File: src/rtl/store_buffer.sv
// Posted-write store buffer between the M-stage store path and the data-memory write port.
// Retires stores in order over valid/ready and stalls loads that hit a pending store word.
module store_buffer #(
  parameter int unsigned DEPTH = 4,
  parameter int unsigned PTR_W = 2
) (
  input  logic               clk,
  input  logic               reset,
  input  logic               st_valid,
  input  logic [31:0]        st_addr,
  input  logic [3:0]         st_byteen,
  input  logic [31:0]        st_wdata,
  output logic               st_ready,
  input  logic               ld_valid,
  input  logic [31:0]        ld_addr,
  output logic               ld_stall,
  output logic               m_data_valid,
  input  logic               m_data_ready,
  output logic [31:0]        m_data_addr,
  output logic [3:0]         m_data_byteen,
  output logic [31:0]        m_data_wdata,
  output logic               sb_empty,
  output logic [PTR_W:0]     sb_count
);

  localparam int unsigned CNT_W = PTR_W + 1;
  localparam logic [CNT_W-1:0] FULL = CNT_W'(DEPTH);

  logic [29:0]      ent_addr  [DEPTH];
  logic [3:0]       ent_be    [DEPTH];
  logic [31:0]      ent_data  [DEPTH];
  logic [DEPTH-1:0] ent_valid;

  logic [PTR_W-1:0] wr_ptr;
  logic [PTR_W-1:0] rd_ptr;
  logic [CNT_W-1:0] count;
  logic             push;
  logic             pop;
  logic             hit;

  // Byte-offset bits are irrelevant at word granularity.
  logic unused_offsets;
  assign unused_offsets = ^{st_addr[1:0], ld_addr[1:0]};

  assign st_ready     = (count != FULL);
  assign m_data_valid = (count != '0);
  assign sb_empty     = (count == '0);
  assign sb_count     = count;

  // A store with no byte enables carries nothing to write, so it is dropped.
  assign push = st_valid && st_ready && (st_byteen != 4'b0000);
  assign pop  = m_data_valid && m_data_ready;

  // Pointers, occupancy and per-entry valid bits.
  always_ff @(posedge clk) begin
    if (reset) begin
      wr_ptr    <= '0;
      rd_ptr    <= '0;
      count     <= '0;
      ent_valid <= '0;
    end else begin
      if (push) begin
        wr_ptr            <= wr_ptr + PTR_W'(1);
        ent_valid[wr_ptr] <= 1'b1;
      end
      if (pop) begin
        rd_ptr            <= rd_ptr + PTR_W'(1);
        ent_valid[rd_ptr] <= 1'b0;
      end
      if (push && !pop) begin
        count <= count + CNT_W'(1);
      end else if (pop && !push) begin
        count <= count - CNT_W'(1);
      end
    end
  end

  // Entry payload; only the valid bits need reset.
  always_ff @(posedge clk) begin
    if (push && !reset) begin
      ent_addr[wr_ptr] <= st_addr[31:2];
      ent_be[wr_ptr]   <= st_byteen;
      ent_data[wr_ptr] <= st_wdata;
    end
  end

  // Head presentation, zeroed when nothing is pending.
  always_comb begin
    m_data_addr   = 32'h0;
    m_data_byteen = 4'b0000;
    m_data_wdata  = 32'h0;
    if (m_data_valid) begin
      m_data_addr   = {ent_addr[rd_ptr], 2'b00};
      m_data_byteen = ent_be[rd_ptr];
      m_data_wdata  = ent_data[rd_ptr];
    end
  end

  // Word-granular load hazard against registered entries only.
  always_comb begin
    hit = 1'b0;
    for (int i = 0; i < DEPTH; i++) begin
      if (ent_valid[i] && (ent_addr[i] == ld_addr[31:2])) begin
        hit = 1'b1;
      end
    end
    ld_stall = ld_valid && hit;
  end

endmodule

File: config.mk
export PLATFORM = sky130hd
export DESIGN_NAME = store_buffer
export DESIGN_NICKNAME = d
export VERILOG_FILES = /design/src/rtl/store_buffer.sv
export SDC_FILE = /design/constraint.sdc
export NUM_CORES = 1
export LEC_CHECK = 0
export BUFFER_PORTS_ARGS = -buffer_cell sky130_fd_sc_hd__buf_2
export CAP_MARGIN = 20
export CORE_MARGIN = 4
export CORE_UTILIZATION = 59
export CTS_BUF_LIST = sky130_fd_sc_hd__clkbuf_8 sky130_fd_sc_hd__clkbuf_16
export DETAILED_ROUTE_END_ITERATION = 6
export PLACE_DENSITY_LB_ADDON = 0.05
export SYNTH_ARGS = -nofsm -noshare
export SYNTH_HDL_FRONTEND = slang
export SYNTH_SLANG_ARGS = --single-unit
File: constraint.sdc
create_clock -name clk -period 6.3 [get_ports clk]
set_input_delay 0.63 -clock clk [delete_from_list [all_inputs] [get_ports clk]]
set_output_delay 0.63 -clock clk [all_outputs]
set_load 0.01 [all_outputs]
After elaboration in Yosys (flattened, before gate mapping)
Memory sizes are Yosys's and may differ from the RTL's. A register that Yosys moved wholly into a read port is not among the register bits.
Cells that the tools add are included.

storage, ports and cells
  register bits = 11
  bits in writable memories = 264
  output and inout bits = 75
  word-level logic and storage cells = 67
  memories kept = 3

memories
  name      words  width  rd ports  clocked after Yosys merged registers in  wr ports  line  source
  ent_data  4      32     1         1                                        1         31    logic [31:0] ent_data [DEPTH];
  ent_addr  4      30     5         1                                        1         29    logic [29:0] ent_addr [DEPTH];
  ent_be    4      4      1         1                                        1         30    logic [3:0] ent_be [DEPTH];

operators by class
  $add $sub $neg = 4
  $lt $le $gt $ge = 4
  equal/unequal tests = 5
  muxes and demuxes = 24
  bitwise logic cells = 3
  reduce and logical (&&, ||, !) cells = 20

operator list
  cell                 number
  $eq 30x30->1         4
  $mux 32              2
  $mux 4               4
  $logic_and 1x1->1    13
  $mux 2               6
  $mux 1               8
  $lt 2x3->1 const B   2
  $mux 3               2
  $add 2x1->2 const B  2
  $and 4x4->4          1
  $demux 1 s2          2
  $ge 2x1->1 const B   2
  $not 4->4            1
  $or 4x4->4           1
  $reduce_bool 4->1    1
  $add 3x1->3 const B  1
  $logic_not 1->1      3
  $logic_not 3->1      1
  $ne 3x3->1 const B   1
  $reduce_bool 3->1    1
  $sub 3x1->3 const B  1
  $reduce_bool 2->1    1

Longest topological paths before layout
  depth after elaboration = 9
  depth in mapped cells = 10
  gate-level depth less buffers = 9

Worst setup path after synthesis
OpenSTA, ideal clock, no wires.

  path kind = input-to-reg
  start point = in st_byteen[1]
  end point = mem ent_addr[0][0] (enable)
  arrival = 2.780 ns
  required time = 5.869 ns
  setup slack = 3.088 ns
  stages on the path = 4
  path buffers = 0
  cell sequence = o41ai_1 -> a21oi_2 -> nor2b_1 -> and2_1

on the way
  cells in the longest elaborated chain, start to end = 5

ends and longest elaborated chain
  item                          line  source
  start, declared               11    input logic [3:0] st_byteen,
  $reduce_bool 4->1             51    assign push = st_valid && st_ready && (st_byteen != 4'b0000);
  $logic_and 1x1->1             51
  $logic_and 1x1->1             80    if (push && !reset) begin
  $mux 1                        80
  $mux 1 (not written as such)  81    ent_addr[wr_ptr] <= st_addr[31:2];
  end, declared                 29

No other way between the ends.

==> flow_metrics.py <==
metrics = {
    "worst_setup_path": {
        "r2r-end": "sb_count[2]",
        "critPathCaptureType": "output pin",
        "path_cells": "buf_4 > mux4_2 > and2_1 > buf_2",
        "crit_fanout": 36,
        "crit_end": "m_data_addr[10]",
        "r2r_start": "sb_count[0]",
        "crit_required_ns": 5.67,
        "path_class": "flop to output pin",
        "cp-start-kind": "flop",
        "ff2ff_path_depth": 9,
        "arrival_ns": 3.02,
        "max_stage_delay_ns": 0.76,
        "slowest_stage": "dfxtp_4",
        "reg2reg_slack_ns": 3.53,
    },
    "synth": {
        "ys_types": 30,
        "syn_area_um2": 12000,
        "synth_top_cell_by_area": "edfxtp_1",
        "yosys-top-cells-area": "edfxtp_1 66%, mux4_2 12%, xnor2_1 5.7%",
        "synth_fa_ha_area_frac": 0.0110,
        "yosys.area.top_type_share": 0.659,
        "ys_seq_area_frac": 0.681,
        "synth_xor_xnor_area_share": 0.0903,
        "syn_area_per_cell_um2": 18.0,
        "synth-seq-cells": 277,
        "muxShareOfSynthArea": 0.125,
        "synth_compound_area_frac": 0.00760,
        "synth_cells": 668,
        "synth_top_family_by_area": "multiplexers",
        "synth-simple-area-share": 0.0631,
        "yosys_warnings": 0,
    },
    "power_and_ir_drop": {
        "ir_drop_uv": 302,
        "power.density_nw_per_um2": 378,
        "p_leak_nw": 4.83,
    },
    "finish": {
        "final_common_cell": "edfxtp_1",
        "final_cell_count_no_fill": 1120,
        "area_growth_pct": 16.5,
        "fillerInstances": 1341,
        "multi_input_area_um2": 3590,
        "nets": 947,
        "drive_gt1_frac": 0.340,
        "seq_area_um2": 8200,
        "finish.utilization": 0.708,
        "layout_common_cells": "264 x edfxtp_1, 173 x buf_2, 78 x xnor2_1",
    },
    "sta": {
        "period_minus_slack_ns": 3.65,
        "maxSlewViolCount": 0,
        "tightest_slew_ns": 1.08,
        "skew_ns": 0.0139,
        "fmax_mhz": 274,
        "rsz0062_at_grt": "false",
        "fin_ws_ns": 2.65,
        "finalHoldViolations": 0,
        "timing.slew.headroom": 0.280,
        "setup_violations": 0,
        "fin_tns_setup_ns": 0,
        "period_share": 0.579,
    },
    "clock_tree": {
        "cts.sinks": 277,
        "cts_max_path_buffers": 3,
        "post_cts_resized": 0,
        "clk_pin_slew_ns": 0.06,
        "root_buffer": "clkbuf_16",
        "h-tree-depth": 1,
        "numCtsBuffers": 28,
        "cts_tree": "built",
        "clk_latency_ns": 0.55,
        "post_cts_buffers": 0,
        "hold_buffers": 0,
    },
    "floorplanning": {
        "fp.dieArea_um2": 22700,
        "die_w_um": 151,
        "core.rowCount": 51,
        "start_util": 0.608,
        "fp.dieH_um": 151,
        "core-area_um2": 19800,
        "ios": 180,
    },
    "run": {
        "maxCapViolations": 0,
    },
    "global_route": {
        "antenna_found_initial": 8,
        "grt_start_max_net_pins": 70,
        "grt.overflow.total": 0,
        "grt_usage": 0.233,
        "grt_pass1_vias": 6934,
        "grt_pass1_wl_um": 39200,
    },
    "route": {
        "vias": 6415,
        "first_pass_iters": 7,
        "wl_per_cell_um": 23.0,
        "drt_iter0_drc": 429,
        "drc_errors": 0,
        "drt_wl_total_um": 25700,
        "via_per_inst": 5.73,
        "antenna_left": 0,
    },
    "place": {
        "dp_slack_ns": 3.13,
        "hpwl_um": 16300,
        "dp_cells": 1066,
        "gp_congestion": 0.867,
        "port_buffers": 173,
    },
    "hold_path": {
        "hold_path.class": "input port to flop",
    },
    "outcome": {
        "status": "finished clean",
    },
}
[synth_stat cells]
library cell  instances
fa_1                  1
o41ai_1               1
buf_6                 6
and2_1               70
clkbuf_2              1
nor4_1               16
conb_1                1
a21oi_1               6
nor2_1                9
nor2b_1               1
buf_4                 2
nand4_1              24
a21oi_2               1
and2_4                1
nand2_1               1
or3_1                 1
a211oi_1              4
edfxtp_1            264
xor2_1               46
clkbuf_1             22
inv_1                 8
ha_1                  9
or3_4                 1
dfxtp_1              13
mux4_2               66
xnor2_1              78
mux2i_1               2
o21ai_0               1
buf_2                11
a41oi_1               1
[layout make-up]
type | count | area share
repair buffers | 175 | 0.0643
clock inverters | 23 | 0.0176
diodes | 2 | 0.000357
multi-input cells | 342 | 0.257
well taps | 265 | 0.0237
clock buffers | 28 | 0.0500
inverters | 8 | 0.00214
flip-flops and latches | 277 | 0.585
[per-layer routing]
metal / share of wire / up-vias / wire [um] / GRT usage
met5: 0.0029 / - / 75 / 0
met4: 0.024 / 12 / 605 / 0.0576
met3: 0.069 / 53 / 1770 / 0.0524
met2: 0.50 / 192 / 12900 / 0.387
met1: 0.40 / 3261 / 10400 / 0.318
li1: - / 2897 / - / -
[metrics by stage]
| step | cell area, um2 | hold WS, ns | total power [mW] |
|---|---|---|---|
| 2_1_floorplan | 12000 | 0.488 | 3.20 |
| 3_5_place_dp | 13000 | 0.546 | 3.66 |
| 5_1_grt | 14000 | 0.282 | 5.54 |
| 6_report | 14000 | 0.294 | 5.29 |
| 4_1_cts | 14000 | 0.273 | 5.35 |
| 3_3_place_gp | 13000 | 0.533 | 3.63 |
[worst min-delay path by stage]
stage                     slack, ns         start              end  cells past startpoint
after floorplan                0.49  ent_valid[0]     ent_valid[0]                      2
after global placement         0.53     wr_ptr[1]        wr_ptr[1]                      2
after detailed placement       0.55  ent_valid[2]     ent_valid[2]                      2
after CTS                      0.27    st_addr[8]   ent_addr[0][6]                      1
after global routing           0.28   st_wdata[8]   ent_data[3][8]                      1
final                          0.29  st_wdata[19]  ent_data[2][19]                      1
[kinds of logic (layout without fill, tap and decap cells)]
logic type / Yosys count / count (layout)
AO/OA/AOI/OAI: 14 / 14
XOR/XNOR: 124 / 124
adder cells (fa/ha/maj): 10 / 10
buffers and inverters: 50 / 234
flip-flops: 277 / 277
multiplexers: 68 / 68
other: 1 / 4
AND/OR/NAND/NOR: 124 / 124
[registers in the layout, summed over array words and instances, names as in the netlist, named ones only]
name	count
ent_data	128
ent_be	16
sb_count	3
wr_ptr	2
ent_valid	4
rd_ptr	2
ent_addr	120
[critical path: cells and delay by family (launching register included)]
| family | cells | cell delay, ns |
|---|---|---|
| multiplexers | 1 | 0.64 |
| AND/OR/NAND/NOR | 1 | 0.18 |
| flip-flops | 1 | 0.76 |
| buffers and inverters | 2 | 0.87 |
[where the power goes]
group / switching [mW] / leakage [nW] / internal (mW)
combinational: 0.654 / 1.84 / 0.659
sequential: 0.143 / 2.50 / 2.15
clock: 0.675 / 0.488 / 1.01
total: 1.47 / 4.83 / 3.82
No activity file was read; power rests on OpenSTA's default activity.
